## src/rtl/uart_tx_fifo_drain.sv

```systemverilog
// Purpose: UART transmitter that pops words from a first-word-fall-through FIFO and sends them as serial frames.
// Latency: the pop strobe is combinational; tx/busy follow on the next edge; back-to-back pops are one frame apart.
// Backpressure: the upstream empty flag throttles pops; a pop happens only from IDLE or the final stop-bit cycle.
//
// Ports:
//   clk     - clock, all state changes on the rising edge
//   reset   - synchronous, active-high reset
//   empty   - FIFO empty flag
//   r_data  - FIFO head word, valid whenever empty=0
//   r_en    - FIFO pop strobe, single-cycle pulse
//   tx      - serial line, idle high (registered)
//   busy    - high while a frame is in progress (registered)
//
// Build option: define UART_TX_PARITY_EN to add an even-parity bit after the data bits.

module uart_tx_fifo_drain #(
    parameter int DATA_WIDTH   = 8,
    parameter int CLKS_PER_BIT = 16,
    parameter int STOP_BITS    = 1
) (
    input  logic                  clk,
    input  logic                  reset,
    input  logic                  empty,
    input  logic [DATA_WIDTH-1:0] r_data,
    output logic                  r_en,
    output logic                  tx,
    output logic                  busy
);

    localparam int BAUD_W = $clog2(CLKS_PER_BIT);
    localparam int BIT_W  = $clog2(DATA_WIDTH) + 1;

    localparam logic [BAUD_W-1:0] BAUD_LAST = BAUD_W'(CLKS_PER_BIT - 1);
    localparam logic [BIT_W-1:0]  DATA_LAST = BIT_W'(DATA_WIDTH - 1);
    localparam logic [BIT_W-1:0]  STOP_LAST = BIT_W'(STOP_BITS - 1);

    typedef enum logic [2:0] {
        S_IDLE,
        S_START,
        S_DATA,
`ifdef UART_TX_PARITY_EN
        S_PARITY,
`endif
        S_STOP
    } state_t;

    state_t                state_q, state_n;
    logic [BAUD_W-1:0]     baud_q, baud_n;
    logic [BIT_W-1:0]      bit_q, bit_n;
    logic [DATA_WIDTH-1:0] shreg_q, shreg_n;
    logic                  tx_n;
    logic                  busy_n;

`ifdef UART_TX_PARITY_EN
    // Parity is taken from the word at pop time, since the shift register
    // has been shifted out by the time the parity bit is sent.
    logic parity_q, parity_n;
`endif

    logic bit_end;
    logic data_last;
    logic stop_end;

    assign bit_end   = (baud_q == BAUD_LAST);
    assign data_last = (state_q == S_DATA) && bit_end && (bit_q == DATA_LAST);
    // The bit counter also counts stop bits, so one comparison covers 1 or 2 stop bits.
    assign stop_end  = (state_q == S_STOP) && bit_end && (bit_q == STOP_LAST);

    // Pop from IDLE, or in the very last stop cycle so the next start bit
    // follows with no idle gap.
    assign r_en = !reset && !empty && ((state_q == S_IDLE) || stop_end);

    // State register
    always_ff @(posedge clk) begin
        if (reset) begin
            state_q <= S_IDLE;
        end else begin
            state_q <= state_n;
        end
    end

    // Next-state logic
    always_comb begin
        state_n = state_q;
        case (state_q)
            S_IDLE: begin
                if (r_en) state_n = S_START;
            end
            S_START: begin
                if (bit_end) state_n = S_DATA;
            end
            S_DATA: begin
                if (data_last) begin
`ifdef UART_TX_PARITY_EN
                    state_n = S_PARITY;
`else
                    state_n = S_STOP;
`endif
                end
            end
`ifdef UART_TX_PARITY_EN
            S_PARITY: begin
                if (bit_end) state_n = S_STOP;
            end
`endif
            S_STOP: begin
                if (stop_end) state_n = r_en ? S_START : S_IDLE;
            end
            default: state_n = S_IDLE;
        endcase
    end

    // Counters and shift register
    always_comb begin
        baud_n  = baud_q;
        bit_n   = bit_q;
        shreg_n = shreg_q;
`ifdef UART_TX_PARITY_EN
        parity_n = parity_q;
`endif
        if (r_en) begin
            baud_n  = '0;
            bit_n   = '0;
            shreg_n = r_data;
`ifdef UART_TX_PARITY_EN
            parity_n = ^r_data;
`endif
        end else if (state_q != S_IDLE) begin
            baud_n = bit_end ? '0 : baud_q + 1'b1;
            if ((state_q == S_DATA) && bit_end) begin
                shreg_n = shreg_q >> 1;
                bit_n   = data_last ? '0 : bit_q + 1'b1;
            end
            if ((state_q == S_STOP) && bit_end) begin
                bit_n = stop_end ? '0 : bit_q + 1'b1;
            end
        end
    end

    // Outputs are registered, so derive their next values from the next state.
    always_comb begin
        tx_n = 1'b1;
        case (state_n)
            S_START:  tx_n = 1'b0;
            S_DATA:   tx_n = shreg_n[0];
`ifdef UART_TX_PARITY_EN
            S_PARITY: tx_n = parity_q;
`endif
            default:  tx_n = 1'b1;
        endcase
        busy_n = (state_n != S_IDLE);
    end

    always_ff @(posedge clk) begin
        if (reset) begin
            baud_q  <= '0;
            bit_q   <= '0;
            shreg_q <= '0;
            tx      <= 1'b1;
            busy    <= 1'b0;
`ifdef UART_TX_PARITY_EN
            parity_q <= 1'b0;
`endif
        end else begin
            baud_q  <= baud_n;
            bit_q   <= bit_n;
            shreg_q <= shreg_n;
            tx      <= tx_n;
            busy    <= busy_n;
`ifdef UART_TX_PARITY_EN
            parity_q <= parity_n;
`endif
        end
    end

endmodule

```

## config.mk

```make
export PLATFORM = sky130hd
export DESIGN_NAME = uart_tx_fifo_drain
export DESIGN_NICKNAME = d
export VERILOG_FILES = /design/src/rtl/uart_tx_fifo_drain.sv
export SDC_FILE = /design/constraint.sdc
export NUM_CORES = 1
export LEC_CHECK = 0
export ABC_CLOCK_PERIOD_IN_PS = 1530
export CAP_MARGIN = 25
export CORE_MARGIN = 1
export CORE_UTILIZATION = 51
export CTS_BUF_LIST = sky130_fd_sc_hd__clkbuf_8
export CTS_CLUSTER_SIZE = 12
export DETAILED_ROUTE_END_ITERATION = 8
export GPL_ROUTABILITY_DRIVEN = 1
export PLACE_DENSITY = 0.74
export SYNTH_ARGS = -nofsm -noshare
export SYNTH_HDL_FRONTEND = slang
export SYNTH_SLANG_ARGS = --single-unit
```

## constraint.sdc

```tcl
create_clock -name clk -period 1.53 [get_ports clk]
set_clock_uncertainty 0.1 [all_clocks]
set_input_delay 0.153 -clock clk [delete_from_list [all_inputs] [get_ports clk]]
set_output_delay 0.153 -clock clk [all_outputs]
set_load 0.02 [all_outputs]
```

== Word-level counts from Yosys, hierarchy flattened ==
Cells that the tools add are included.

* Add/sub/neg operators: 2
* Multipliers: 0
* Div/mod/pow operators: 0
* Magnitude comparators: 0
* Equal/unequal tests: 7
* Shift operators: 0
* Mux-type cells: 15
* Bitwise operators: 0
* Reductions and logical operators: 19

{| class="wikitable"
|+ Operators with widths
! cell !! number
|-
| two-way mux 8 bit || 3
|-
| two-way mux 4 bit || 5
|-
| two-way mux 3 bit || 4
|-
| case mux 3 bit (4 select lines) || 1
|-
| equality test 3 x 2 -> 1 bit (second input constant) || 3
|-
| adder 4 x 1 -> 4 bit (second input constant) || 2
|-
| equality test 3 x 1 -> 1 bit (second input constant) || 2
|-
| logical AND 1 bit || 6
|-
| nonzero test 2 bit || 3
|-
| nonzero test 3 bit || 2
|-
| equality test 4 x 3 -> 1 bit (second input constant) || 1
|-
| equality test 4 bit (second input constant) || 1
|-
| logical NOT 4 bit || 1
|-
| AND reduction 2 bit || 2
|-
| logical NOT 3 bit || 1
|-
| logical NOT 1 bit || 2
|-
| case mux 1 bit (2 select lines) || 1
|-
| OR reduction 2 bit || 1
|-
| logical OR 1 bit || 1
|-
| two-way mux 1 bit || 1
|}

* Flip-flop bits (word level): 21
* Bits in latches: 0
* Memory bits (writable): 0
* ROM bits: 0
* Bits of input ports: 11
* Output and inout bits: 3
* Logic and storage cells: 50
* Memories: 0

== Longest topological paths before layout ==
Gate-level depths: netlist of the first run.

* Depth in word-level cells: 10
* Depth in mapped cells: 7
* Depth with buffers taken out: 6

== Worst setup path after synthesis of the first run ==
No wires, ideal clock.

* Path type: reg2reg
* From: reg baud_q[0]
* To: reg tx
* Setup time: 0.081 ns
* Data arrival time: 1.521 ns
* Required time: 1.349 ns
* Path slack: -0.172 ns
* Stages on the path, launching flop included: 7
* Path buffers: 1
* Clock period less this slack: 1.702 ns
* Path through: dfxtp_1 > ha_1 > and3_1 > buf_2 > a31o_4 > a22o_1 > a41oi_1

* Word-level cells in the longest chain between the ends: 10
* Elaborated cells between the ends (all ways): 19
* Those cells by class: eq/ne: 3; mux: 10; reduce/logical: 6

{| class="wikitable"
|+ Ends and longest elaborated chain
! item !! line !! RTL
|-
| from (decl) || 48 || <nowiki>logic [BAUD_W-1:0] baud_q, baud_n;</nowiki>
|-
| from (signal assigned) || 165 || <nowiki>baud_q <= baud_n;</nowiki>
|-
| equality test 4 bit * || 64 || <nowiki>assign bit_end = (baud_q == BAUD_LAST);</nowiki>
|-
| logical AND 1 bit (2 in a row) || 67 || <nowiki>assign stop_end = (state_q == S_STOP) && bit_end && (bit_q == STOP_LAST);</nowiki>
|-
| logical OR 1 bit || 71 || <nowiki>assign r_en = !reset && !empty && ((state_q == S_IDLE) || stop_end);</nowiki>
|-
| logical AND 1 bit || 71 ||
|-
| two-way mux 1 bit || 107 || <nowiki>if (stop_end) state_n = r_en ? S_START : S_IDLE;</nowiki>
|-
| two-way mux 3 bit || 107 ||
|-
| case mux 3 bit (4 select lines) || 85 || <nowiki>case (state_q)</nowiki>
|-
| equality test 3 x 2 -> 1 bit / equality test 3 x 1 -> 1 bit (equally long branches) || 143 || <nowiki>case (state_n)</nowiki>
|-
| case mux 1 bit (2 select lines) * || 143 ||
|-
| to (signal assigned) || 168 || <nowiki>tx <= tx_n;</nowiki>
|-
| to (decl) || 26 || <nowiki>output logic tx,</nowiki>
|}

Mark *: on every way between the ends. The rest lies on a longest branch, timed or not. The select of a mux whose other input is x is not followed.
A chain may end at the register's enable or synchronous reset.

== Worst setup path after layout of the first run ==
* From: reg state_q[2]
* To: reg tx

* Word-level cells in the longest chain between the ends: 10
* Elaborated cells between the ends (all ways): 23
* Those cells by class: eq/ne: 5; mux: 10; reduce/logical: 8

{| class="wikitable"
|+ Ends and longest elaborated chain
! item !! line !! RTL
|-
| from (decl) || 47 || <nowiki>state_t state_q, state_n;</nowiki>
|-
| from (signal assigned) || 78 || <nowiki>state_q <= state_n;</nowiki>
|-
| equality test 3 x 2 -> 1 bit || 67, 85 ||
|-
| logical AND 1 bit (2 in a row) || 67 ||
|-
| logical OR 1 bit || 71 ||
|-
| logical AND 1 bit || 71 ||
|-
| two-way mux 1 bit || 107 ||
|-
| two-way mux 3 bit || 107 ||
|-
| case mux 3 bit (4 select lines) || 85 ||
|-
| equality test 3 x 2 -> 1 bit / equality test 3 x 1 -> 1 bit (equally long branches) || 143 ||
|-
| case mux 1 bit (2 select lines) * || 143 ||
|}

Marked as above.

==> results of run 1 <==
==> registers in the layout (all words and copies together) (netlist names) <==
name     count
bit_q        4
shreg_q      8
busy         1
baud_q       4
tx           1
state_q      3
==> per-layer routing <==
| metal | routed length (um) | track usage [%] | up-vias |
|---|---|---|---|
| met2 | 2640 | 71.53 | 192 |
| li1 | - | - | 586 |
| met1 | 1866 | 49.22 | 709 |
| met5 | 0 | 0 | - |
| met3 | 801 | 6.231 | 92 |
| met4 | 737 | 21.08 | 0 |
==> cell type report <==
| type | instances | area, um^2 |
|---|---|---|
| repair buffers | 53 | 478.0 |
| clock buffers | 3 | 41.29 |
| inverters | 4 | 15.01 |
| clock inverters | 1 | 5.005 |
| flip-flops and latches | 21 | 429.2 |
| fillers | 43 | 82.58 |
| multi-input cells | 99 | 917.1 |
| well taps | 27 | 33.78 |
==> cells by family (layout without fill, tap and decap cells) <==
family          after synthesis  after routing
flops                        21             21
other cells                   1              1
xor+xnor                      4              4
buf+inv                      11             61
simple gates                 58             58
compound gates               33             33
fa+ha+maj                     3              3
==> worst max-delay path, stage by stage (launching register included) <==
cell and delay (ns):
dfxtp_2 0.34, buf_6 0.11, buf_6 0.13, nor3b_4 0.30, nand4_1 0.28, and3_4 0.29, a41oi_2 0.20
==> placed cells by master (no fill, tap or decap), types with 4 or more instances in the layout <==
cell type,n
a21oi_1,6
a311oi_1,4
a311oi_2,4
buf_4,31
buf_6,8
clkdlybuf4s50_1,12
dfxtp_1,14
dfxtp_2,7
nand2_1,12
nand3_1,7
nand3_2,5
nor2_1,6
nor3_2,8
==> per-stage QoR <==
step	cell area (um^2)	std cells	utilization (%)	power [mW]
4_1_cts	1803	206	90.06	1.140
5_1_grt	1919	208	95.88	1.234
3_5_place_dp	1474	192	73.63	0.7356
2_1_floorplan	1151	131	-	0.6590
6_report	1919	208	95.88	1.207
3_3_place_gp	1474	192	73.63	0.7315
==> report_power, final <==
group	total (mW)	leakage (nW)	internal (mW)	switching, mW
logic	0.230	0.485	0.105	0.125
clock network	0.394	0.0255	0.183	0.212
registers	0.583	0.174	0.566	0.0167
==> timing repair <==
action / CTS / global route
pin swaps: 19 / 9
endpoints found under the setup margin: 21 / 21
hold endpoints to repair: 0 / 0
resized for setup: 51 / 22
setup buffers: 10 / 3
==> worst paths after layout <==
path / startpoint / to / cells after the start
setup / recovery: state_q[2]$_SDFF_PP0_ / tx$_SDFF_PP1_ / 6
hold / removal: r_data[7] / shreg_q[7]$_SDFFE_PP0P_ / 3
setup reg to reg: state_q[2]$_SDFF_PP0_ / tx$_SDFF_PP1_ / 6
hold reg to reg: shreg_q[4]$_SDFFE_PP0P_ / shreg_q[4]$_SDFFE_PP0P_ / 2
==> summary.md, run 1 <==
| Metric | Value |
|---|---|
| Status | finished, violations left |
| Failing checks | negative setup slack |
| Syn. warnings | 0 |
| Worst EP required | 1.62 ns |
| Post-synthesis mux area share | 0% |
| #FFs+latches synth | 21 |
| Clock sinks | 21 |
| RSZ-0062 raised after global routing | yes |
| Top cell type by total area after synthesis | dfxtp_1 |
| Post-route DRC | 0 |
| Die width | 48.81 um |
| Htree depth | 1 |
| Top_reg_cell synth | dfxtp_1 |
| Number of global-route vias before repair | 1459 |
| GPL Wtd Cong | 0.8474 |
| XOR/XNOR share of the synthesized area | 3.135% |
| Share of cells above drive strength 1 | 56.91% |
| Clock latency on the worst-skew pair | 0.27 ns |
| Worst Setup End Kind | register |
| Worst R2R Setup Slack | -0.29 ns |
| Kind of critical path | reg -> reg |
| Number of synthesized flops with an enable pin | 0 |
| Antenna diodes | 0 |
| Syn_nets | 145 |
| CTS buffer count | 3 |
| Setup ws final | -0.2928 ns |
| GRT Resource Usage Total | 41.30% |
| Largest net degree at the start of global routing | 16 |
| Crit path arrival time | 1.92 ns |
| Synth top area share | 37.63% |
| Compound-gate portion of the synthesized area | 22.96% |
| Detailed Route WL | 6045 um |
| Hold-fix buffers, CTS | 0 |
| DR vias | 1579 |
| Die area | 2382 um^2 |
| HPWL Detailed | 1999 um |
| Final hold violation count | 0 |
| FP Rows | 16 |
| Final TNS setup | -4.533 ns |
| Clk buf depth | 2 |
| Final setup viols | 21 |
| Max_cap viols | 0 |
| Yosys cell types | 40 |
| Die Y | 48.81 um |
| First-pass GRT wire length | 7438 um |
| Post-Syn Area per Cell | 8.529 um^2 |
| Seq/Total Area, Yosys | 37.63% |
| Synth Area in Adders | 3.359% |
| Top cells by instance count after synthesis | dfxtp_1, nand2_1, nand3_1 |
| First drt pass iteration count | 6 |
| Most frequent cell after synthesis | dfxtp_1 |
| Worst hold path type | in -> reg |
| CTS root buffer | clkbuf_8 |
| Initial core utilization | 55.81% |
| Launching element type of the critical path | register |
| IO Pins | 14 |
| Grt ovf | 0 |
| Starting DRT DRC Count | 139 |
| CTS clk-pin slew, worst paths | 0.09 ns |
| WL/cell | 29.06 um |
| Final worst-path cycle share | 119.1% |
| Nets | 196 |
| Simple-gate portion of the synthesized area | 27.77% |
| Maximum VDD drop | 0.0007079 V |
| CTS tree | done |
| Initial antenna violation count | 0 |
| Hold slack | 0.4123 ns |
| Largest family of logic cells by synthesized area | simple AND/OR/NAND/NOR gates |
| DR vias/cell | 7.591 |
| Final min period | 1.823 ns |
| Pre-CTS WS | -0.3272 ns |
| Area grow syn2layout | 71.78% |
| Max Clk Rate | 0.5486 GHz |
| Ys async rst share | 0% |
| PortBufs | 13 |
| Syn Inst Count | 131 |
| Ranking of synthesized cells by area | dfxtp_1, a311oi_1, nand3_1 |
| Core area | 2002 um^2 |
| Max-slew violations | 0 |
| Leak | 0.6844 nW |
| CP Max Fanout | 4 |
| Post-Syn Area | 1117 um^2 |
| DRT antenna net count | 0 |
| PwrDens | 629.0 nW/um^2 |
No activity file was read; power rests on OpenSTA's default activity.
==> inputs of run 2 (changes only) <==
Settings changed: REMOVE_ABC_BUFFERS set to 1.
==> run 2 against run 1 <==
The run still ends with negative setup slack left. Global-route usage down 13 points. Routed wire length fell by 36%. Sequential share of layout area increased by 2.1 points. Maximum frequency is 5.6% higher. Sequential power fell by 0.7%. Total power shrank 5.8%. Register-to-register slack better by 0.097 ns. Combinational power decreased by 21%. Non-clock buffer count decreased by 5. Clock power shrank 4%.
==> summary.md, run 2 (synthesized netlist as in run 1, its figures left out) <==
| Metric | Value |
|---|---|
| Worst Setup End Kind | register |
| Leak | 0.6482 nW |
| Pwr Total | 1.137 mW |
| Clock sinks | 21 |
| Hold slack | 0.3463 ns |
| Launching element type of the critical path | register |
| Grt ovf | 0 |
| CP Max Fanout | 8 |
| FP Rows | 16 |
| Internal power | 0.8356 mW |
| IO Pins | 14 |
| Most frequent cells in the layout | buf_4, dfxtp_1, nand2_1, clkdlybuf4s50_1, nand3_1 |
| Max-slew violations | 0 |
| Antenna diodes | 0 |
| Starting DRT DRC Count | 96 |
| Final hold violation count | 0 |
| Maximum VDD drop | 0.0006939 V |
| Max reg flops | 8 |
| Worst R2R Setup Slack | -0.20 ns |
| PortBufs | 13 |
| Clock latency on the worst-skew pair | 0.27 ns |
| DR vias/cell | 6.182 |
| Final setup viols | 21 |
| Share of cells above drive strength 1 | 42.61% |
| PwrDens | 651.3 nW/um^2 |
| Comb power frac | 15.9% |
| Final min period | 1.726 ns |
| DR vias | 1255 |
| Number of global-route vias before repair | 1172 |
| CTS root buffer | clkbuf_8 |
| Largest register by flop count | shreg_q |
| Detailed Route WL | 3892 um |
| GRT Resource Usage Total | 28.58% |
| Post-route DRC | 0 |
| GPL Wtd Cong | 0.8603 |
| WL/cell | 19.17 um |
| Hold Path Sink | shreg_q[7]$_SDFFE_PP0P_ |
| Hold Path Stages | 3 |
| HPWL Detailed | 2121 um |
| CTS buffer count | 3 |
| Worst hold path type | in -> reg |
| First-pass GRT wire length | 5181 um |
| First drt pass iteration count | 4 |
| Final Util | 87.19% |
| Max Clk Rate | 0.5794 GHz |
| Setup ws final | -0.1959 ns |
| Area grow syn2layout | 56.21% |
| Hold path startpoint | r_data[7] |
| Status | finished, violations left |
| Final Instance Count excl. Fillers | 203 |
| Initial core utilization | 55.81% |
| Hold-fix buffers, CTS | 0 |
| CTS clk-pin slew, worst paths | 0.08 ns |
| Die area | 2382 um^2 |
| Worst-case reg-to-reg path depth | 8 |
| Die Y | 48.81 um |
| Post-Place Cells | 191 |
| Most common cell after layout, fill and taps aside | buf_4 |
| Largest net degree at the start of global routing | 13 |
| Sequential power share | 50.9% |
| Final worst-path cycle share | 112.8% |
| Initial antenna violation count | 0 |
| Reg2reg start | bit_q[1]$_SDFFE_PP0P_ |
| CTS tree | done |
| Largest regs | shreg_q: 8 flops, baud_q: 4 flops, bit_q: 4 flops |
| Worst EP required | 1.59 ns |
| Kind of critical path | reg -> reg |
| Clk buf depth | 2 |
| DRT antenna net count | 0 |
| Final cell area excluding filler cells | 1745 um^2 |
| Failing checks | negative setup slack |
| Die width | 48.81 um |
| Net Sw Frac | 26.49% |
| Nets | 191 |
| RR Endpoint | shreg_q[6]$_SDFFE_PP0P_ |
| Core area | 2002 um^2 |
| Htree depth | 1 |
| DP Area | 1445 um^2 |
| Sw Pwr | 0.3011 mW |
| Clock power frac | 33.2% |
| RSZ-0062 raised after global routing | yes |
| Max_cap viols | 0 |
| Pre-CTS WS | -0.3336 ns |
| Final TNS setup | -2.022 ns |
| Crit path arrival time | 1.79 ns |
-- run 2: cell types whose count changed in the layout (fill, tap and decap cells not counted), moves of 3 or more --
cell / before / now
buf_6: 8 / 3
nor3_1: 1 / 8
nand3_1: 7 / 10
nor3_2: 8 / 1
nand3_2: 5 / 2
-- run 2: worst max-delay path, cell delays in order, from the launching register on --
cell	delay, ns
dfxtp_2	0.34
inv_2	0.04
ha_4	0.14
nor3b_4	0.15
buf_4	0.17
a31oi_4	0.17
buf_6	0.16
nor3_1	0.07
a311oi_1	0.28
-- run 2: layer usage --
metal / up-vias / wire length, um / track usage, %
met1: 596 / 1595 / 33.40
met2: 74 / 1943 / 49.31
met5: - / 0 / 0
li1: 572 / - / -
met4: 0 / 104 / 16.67
met3: 13 / 249 / 4.361
-- run 2: power groups by stage --
stage	combinational (mW)	clock (mW)	sequential, mW
finish	0.181	0.377	0.579
floorplan	0.0562	0	0.593
global placement	0.140	0	0.586
global route	0.193	0.396	0.580
detailed placement	0.144	0	0.588
CTS	0.159	0.376	0.577
-- run 2: cell type report --
type                    count  area (um^2)
inverters                   4        15.01
repair buffers             48        426.7
well taps                  27        33.78
clock buffers               3        41.29
clock inverters             1        3.754
fillers                    90        256.5
flip-flops and latches     21        426.7
multi-input cells          99        798.3
-- run 2: what timing repair did --
action                     in CTS  in global routing
gates cloned                    0                  1
pin swaps                      15                  6
setup endpoints to repair      21                 21
resized for setup              32                 13
buffers inserted                5                  2
-- run 2: worst max path at each step --
stage | from | end | slack, ns | depth (start not counted)
2_1_floorplan | baud_q[0]$_SDFFE_PP0P_ | r_en | -0.28 | 5
3_3_place_gp | baud_q[0]$_SDFFE_PP0P_ | r_en | -0.29 | 6
3_5_place_dp | baud_q[0]$_SDFFE_PP0P_ | r_en | -0.33 | 6
4_1_cts | bit_q[1]$_SDFFE_PP0P_ | r_en | -0.12 | 7
5_1_grt | baud_q[0]$_SDFFE_PP0P_ | shreg_q[6]$_SDFFE_PP0P_ | -0.25 | 7
6_report | bit_q[1]$_SDFFE_PP0P_ | shreg_q[6]$_SDFFE_PP0P_ | -0.20 | 8
==> inputs of run 3 (changes only) <==
Settings changed: CTS_CLUSTER_SIZE 12 to 16.
==> results of run 3 <==
The final DEF is identical to that of run 2; final timing and power are the same.
